File: config.mk
export PLATFORM = sky130hd
export DESIGN_NAME = fetch_stage_flat
export DESIGN_NICKNAME = d
export VERILOG_FILES = /design/src/rtl/arm_pkg.sv /design/src/rtl/fetch_stage_if.sv /design/src/rtl/fetch_stage_pc_reg.sv /design/src/rtl/fetch_stage.sv /design/src/flat_wrapper.sv
export SDC_FILE = /design/constraint.sdc
export NUM_CORES = 1
export LEC_CHECK = 0
export CORE_ASPECT_RATIO = 1.25
export CORE_MARGIN = 5
export CORE_UTILIZATION = 45
export DETAILED_ROUTE_END_ITERATION = 6
export GPL_TIMING_DRIVEN = 0
export PLACE_DENSITY = 0.86
export SYNTH_ARGS = -nofsm -noshare
export SYNTH_HDL_FRONTEND = slang
export SYNTH_SLANG_ARGS = --single-unit
export TNS_END_PERCENT = 1
File: constraint.sdc
create_clock -name clk -period 2.88 [get_ports clk]
set_input_delay 0.288 -clock clk [delete_from_list [all_inputs] [get_ports clk]]
set_output_delay 0.288 -clock clk [all_outputs]
set_load 0.01 [all_outputs]
File: src/rtl/arm_pkg.sv
// Shared ARM pipeline constants and helpers used by the fetch stage.
package arm_pkg;

    localparam int WORD_W = 32;

    typedef logic [WORD_W-1:0] word_t;

    // PC value loaded on reset.
    localparam word_t RESET_PC  = 32'h0000_0000;
    // Instruction placed in IF/ID on flush or reset.
    localparam word_t NOP_INSTR = 32'h0000_0000;
    // Sequential fetch increment (one 32-bit instruction).
    localparam word_t PC_STEP   = 32'h0000_0004;

    // Force a byte address onto a word boundary; the low two bits are dropped.
    function automatic word_t align_word(input word_t addr);
        return {addr[WORD_W-1:2], 2'b00};
    endfunction

endpackage

File: src/rtl/fetch_stage_if.sv
// Instruction-memory bus plus IF/ID pipeline register outputs of the fetch stage.
// master: fetch stage side; slave: instruction memory / decode side.
interface fetch_stage_if;
    import arm_pkg::*;

    word_t imem_addr;
    word_t imem_instr;
    word_t id_pc;
    word_t id_instr;
    logic  id_valid;

    modport master (
        output imem_addr,
        input  imem_instr,
        output id_pc,
        output id_instr,
        output id_valid
    );

    modport slave (
        input  imem_addr,
        output imem_instr,
        input  id_pc,
        input  id_instr,
        input  id_valid
    );

endinterface

File: src/rtl/fetch_stage_pc_reg.sv
// Program counter register with its next-PC mux.
// Priority: load (branch redirect) > hold (freeze) > sequential advance.
// The advance wraps modulo 2^WORD_W without any flag.
module pc_reg
    import arm_pkg::*;
(
    input  logic  clk,
    input  logic  rst_n,
    input  logic  hold,
    input  logic  load,
    input  word_t target,
    output word_t pc
);

    word_t pc_d;
    word_t pc_q;

    // Next-PC selection: redirect, hold or step to the next word.
    always_comb begin
        pc_d = pc_q;
        if (load) begin
            pc_d = align_word(target);
        end else if (hold) begin
            pc_d = pc_q;
        end else begin
            pc_d = pc_q + PC_STEP;
        end
    end

    // PC state register, asynchronously returned to the reset vector.
    always_ff @(posedge clk or negedge rst_n) begin
        if (!rst_n) begin
            pc_q <= RESET_PC;
        end else begin
            pc_q <= pc_d;
        end
    end

    assign pc = pc_q;

endmodule

File: src/rtl/fetch_stage.sv
// Instruction-fetch stage: owns the PC, addresses the combinational
// instruction memory and captures instruction + PC+4 into IF/ID.
// Optional build macro FETCH_PERF_CNT_EN adds fetch/stall counters
// (perf_fetch_cnt, perf_stall_cnt); without it the ports do not exist.
module fetch_stage
    import arm_pkg::*;
(
    input  logic                 clk,
    input  logic                 rst_n,
    input  logic                 freeze,
    input  logic                 branch_taken,
    input  word_t                branch_addr,
    fetch_stage_if.master        bus
`ifdef FETCH_PERF_CNT_EN
    ,
    output logic [31:0]          perf_fetch_cnt,
    output logic [31:0]          perf_stall_cnt
`endif
);

    word_t pc_s;

    word_t id_pc_d;
    word_t id_pc_q;
    word_t id_instr_d;
    word_t id_instr_q;
    logic  id_valid_d;
    logic  id_valid_q;

    // Branch overrides freeze, so the PC only holds on a freeze without redirect.
    pc_reg u_pc_reg (
        .clk    (clk),
        .rst_n  (rst_n),
        .hold   (freeze),
        .load   (branch_taken),
        .target (branch_addr),
        .pc     (pc_s)
    );

    assign bus.imem_addr = pc_s;

    // IF/ID next-state: flush on redirect, hold on freeze, otherwise capture.
    always_comb begin
        id_pc_d    = id_pc_q;
        id_instr_d = id_instr_q;
        id_valid_d = id_valid_q;
        if (branch_taken) begin
            id_pc_d    = 32'h0000_0000;
            id_instr_d = NOP_INSTR;
            id_valid_d = 1'b0;
        end else if (freeze) begin
            id_pc_d    = id_pc_q;
            id_instr_d = id_instr_q;
            id_valid_d = id_valid_q;
        end else begin
            id_pc_d    = pc_s + PC_STEP;
            id_instr_d = bus.imem_instr;
            id_valid_d = 1'b1;
        end
    end

    // IF/ID pipeline register; reset drops in a NOP marked invalid.
    always_ff @(posedge clk or negedge rst_n) begin
        if (!rst_n) begin
            id_pc_q    <= 32'h0000_0000;
            id_instr_q <= NOP_INSTR;
            id_valid_q <= 1'b0;
        end else begin
            id_pc_q    <= id_pc_d;
            id_instr_q <= id_instr_d;
            id_valid_q <= id_valid_d;
        end
    end

    assign bus.id_pc    = id_pc_q;
    assign bus.id_instr = id_instr_q;
    assign bus.id_valid = id_valid_q;

`ifdef FETCH_PERF_CNT_EN
    logic [31:0] perf_fetch_cnt_d;
    logic [31:0] perf_fetch_cnt_q;
    logic [31:0] perf_stall_cnt_d;
    logic [31:0] perf_stall_cnt_q;

    // Count real captures and pure stalls; both wrap naturally at 2^32.
    always_comb begin
        perf_fetch_cnt_d = perf_fetch_cnt_q;
        perf_stall_cnt_d = perf_stall_cnt_q;
        if (branch_taken) begin
            perf_fetch_cnt_d = perf_fetch_cnt_q;
            perf_stall_cnt_d = perf_stall_cnt_q;
        end else if (freeze) begin
            perf_stall_cnt_d = perf_stall_cnt_q + 32'd1;
        end else begin
            perf_fetch_cnt_d = perf_fetch_cnt_q + 32'd1;
        end
    end

    // Performance counter registers.
    always_ff @(posedge clk or negedge rst_n) begin
        if (!rst_n) begin
            perf_fetch_cnt_q <= 32'd0;
            perf_stall_cnt_q <= 32'd0;
        end else begin
            perf_fetch_cnt_q <= perf_fetch_cnt_d;
            perf_stall_cnt_q <= perf_stall_cnt_d;
        end
    end

    assign perf_fetch_cnt = perf_fetch_cnt_q;
    assign perf_stall_cnt = perf_stall_cnt_q;
`endif

endmodule

File: src/flat_wrapper.sv
// flat-port wrapper written by rule: the top's interface ports become plain ports
module fetch_stage_flat import arm_pkg::*;
  (clk, rst_n, freeze, branch_taken, branch_addr, bus_imem_addr, bus_imem_instr, bus_id_pc, bus_id_instr, bus_id_valid);
  fetch_stage_if bus_i ();
  input  logic clk;
  input  logic rst_n;
  input  logic freeze;
  input  logic branch_taken;
  input  word_t branch_addr;
  output wire logic [$bits(bus_i.imem_addr)-1:0] bus_imem_addr;
  input wire logic [$bits(bus_i.imem_instr)-1:0] bus_imem_instr;
  output wire logic [$bits(bus_i.id_pc)-1:0] bus_id_pc;
  output wire logic [$bits(bus_i.id_instr)-1:0] bus_id_instr;
  output wire logic [$bits(bus_i.id_valid)-1:0] bus_id_valid;
  assign bus_imem_addr = bus_i.imem_addr;
  assign bus_i.imem_instr = bus_imem_instr;
  assign bus_id_pc = bus_i.id_pc;
  assign bus_id_instr = bus_i.id_instr;
  assign bus_id_valid = bus_i.id_valid;
  fetch_stage u_core (.clk(clk), .rst_n(rst_n), .freeze(freeze), .branch_taken(branch_taken), .branch_addr(branch_addr), .bus(bus_i));
endmodule
==> impl_metrics.py <==
metrics = {
    "sta": {
        "rsz0062_at_grt": "false",
        "setup_viol": 0,
        "finClkSkew_ns": 0.00520,
        "fin_crit_sh": 0.901,
        "hold_viol_final": 0,
        "drv_slew": 0,
        "fin_crit_ns": 2.60,
        "tightest_slew_ns": 0.902,
        "timing.fmax_mhz": 385,
        "slew_headroom": 0.393,
    },
    "finish": {
        "drive_above_1_share": 0.0486,
        "final_cells": 811,
        "areaGrowthSynthToFinish_pct": 43.9,
        "final_cell_mix": "clkdlybuf4s50_1, dfrtp_1, nor2_1, clkbuf_1, nand2_1",
        "layout_commonest_cell": "clkdlybuf4s50_1",
        "fillCellCount": 803,
        "utilization": 0.654,
        "largest_register_ffs": 32,
        "design_area_mm2": 0.00688,
        "nNetsFinal": 743,
        "diodes": 0,
    },
    "grt": {
        "gr-usage-all-layers": 0.251,
        "gr-total-overflow": 0,
        "grt_pass1_vias": 4893,
        "grt_max_degree": 58,
        "grt_pass1_wl_um": 25400,
        "antenna_found_initial": 0,
    },
    "yosys": {
        "ys_async_sr_fraction": 1.00,
        "synth_edf_count": 0,
        "synth_top_area_frac": 0.492,
        "yosys-top-cells-area": "dfrtp_1, mux2i_1, nor2_1, or4_1, o31ai_1",
        "avgSynthCellArea_um2": 9.54,
        "synthCells": 501,
        "synth_cell_type_count": 45,
        "ys_seq_area_frac": 0.492,
        "synthesis.area_mm2": 0.00478,
        "ys_seq_elements": 94,
        "synth_top_area_cell": "dfrtp_1",
        "synthFlopType": "dfrtp_1",
        "ys_warn_count": 0,
    },
    "setup_path": {
        "r2r_slack_ns": 0.28,
        "start_kind": "flip-flop",
        "crit_type": "reg -> reg",
        "cp-end-kind": "flip-flop",
        "reg2reg_depth": 6,
        "cp_max_fo": 10,
        "crit_required_ns": 3.14,
        "worstReg2RegEnd": "u_core.u_pc_reg.pc[28]",
        "regToRegStartpoint": "u_core.u_pc_reg.pc[2]",
        "worstPathArrival_ns": 2.86,
    },
    "worst_hold_path": {
        "hold_path.class": "in -> async",
    },
    "placement": {
        "dpl.cell_count": 794,
        "port_buffers": 159,
        "gp_congestion": 0.916,
        "dpl-instance-area_mm2": 0.00656,
        "dp_hpwl_um": 11600,
    },
    "detailed_routing": {
        "drt-initial-drc-count": 287,
        "via_per_inst": 5.74,
        "wl_per_cell_um": 19.6,
        "vias": 4658,
        "antenna_left": 0,
        "drc": 0,
        "drt_first_pass_iters": 6,
        "drt_wl_total_um": 15900,
    },
    "floorplan": {
        "chipWidth_um": 102,
        "ios": 165,
        "coreArea_mm2": 0.0105,
        "row_count": 42,
        "die_h_um": 125,
        "dieArea_mm2": 0.0128,
        "initial_core_util": 0.455,
    },
    "outcome": {
        "outcome": "complete, no violations",
    },
    "cts": {
        "clockBufferDepth": 2,
        "path_clk_slew_ns": 0.07,
        "clk_latency_ns": 0.35,
        "htree_levels": 3,
        "cts_resized": 0,
        "cts_buffers": 9,
        "cts_tree": "built",
        "clock_sinks": 94,
        "root_buffer": "clkbuf_16",
    },
    "pwr": {
        "power.total_mw": 3.49,
        "irDropWorstVdd_v": 0.000426,
        "power.static_leakage_nw": 2.76,
        "power.density_mw_per_mm2": 508,
    },
    "flow_run": {
        "maxCapViolCount": 0,
    },
}
-- layer usage --
metal	track usage	share of wire	vias up
met5	0	0	-
met3	0.0908	0.11	41
met2	0.419	0.51	228
li1	-	-	2151
met1	0.288	0.36	2238
met4	0.0996	0.029	0
-- timing repair --
action	4_1_cts	5_1_grt
endpoints found under the hold margin	37	0
setup buffers	0	0
hold buffers	1	0
-- how the worst max path moves through the flow --
stage | slack [ns] | from | to
final | 0.28 | u_core.u_pc_reg.pc[2] | u_core.u_pc_reg.pc[28]
after detailed placement | 0.08 | freeze | u_core.bus.id_instr[26]
after global placement | -1.86 | rst_n | u_core.u_pc_reg.pc[27]
after CTS | 0.31 | u_core.u_pc_reg.pc[2] | u_core.u_pc_reg.pc[28]
after global routing | 0.05 | u_core.u_pc_reg.pc[2] | u_core.u_pc_reg.pc[28]
after floorplan | 0.60 | u_core.u_pc_reg.pc[2] | u_core.u_pc_reg.pc[24]
-- metrics by stage --
stage	TNS (ns)	hold WS [ns]	worst slack, ns
floorplan	0	-0.00759	0.601
global placement	-174.03	0.469	-1.86
detailed placement	0	0.293	0.0754
CTS	0	0.454	0.306
global route	0	0.494	0.0509
finish	0	0.448	0.284
-- synthesized netlist by cell type, types with 9 or more instances --
master	instances
nand3_1	10
clkbuf_1	33
a211oi_1	9
nor2_1	81
nand2_1	34
a31oi_1	18
inv_1	9
a311oi_1	13
dfrtp_1	94
or3_1	10
o31ai_1	20
nor3_1	10
mux2i_1	32
or4_1	24
o21ai_0	21
xnor2_1	16
-- layout make-up --
cell class | instances | area [um2] | area share
tap | 132 | 165 | 0.0240
multi-input combinational | 353 | 2190 | 0.319
buffer | 45 | 200 | 0.0291
clock inverter | 3 | 42.5 | 0.00619
sequential | 94 | 2350 | 0.342
clock buffer | 13 | 260 | 0.0379
inverter | 10 | 37.5 | 0.00546
timing repair buffer | 161 | 1630 | 0.237
-- power breakdown --
group | switching, mW | total [mW] | internal [mW]
clock network | 0.512 | 1.23 | 0.720
registers | 0.111 | 1.53 | 1.42
logic | 0.356 | 0.731 | 0.375
-- cell families after synthesis --
family | after synthesis | share of synthesized area
adders and majority gates | 1 | 0.00262
xor gates and xnor gates | 21 | 0.0385
DFF | 94 | 0.492
and+or+nand+nor | 198 | 0.208
AOI/OAI and AO/OA | 99 | 0.140
muxes | 32 | 0.0671
buffers and inverters | 55 | 0.0498
other | 1 | 0.000785
-- critical path, cell delays in order (launching register included) --
cell and delay [ns]:
dfrtp_1 0.48, ha_1 0.32, nand2_1 0.10, clkbuf_1 0.23, or4_1 0.65, or4_1 0.54, a31oi_1 0.19
Note: power is estimated with default switching activity, not from simulation.
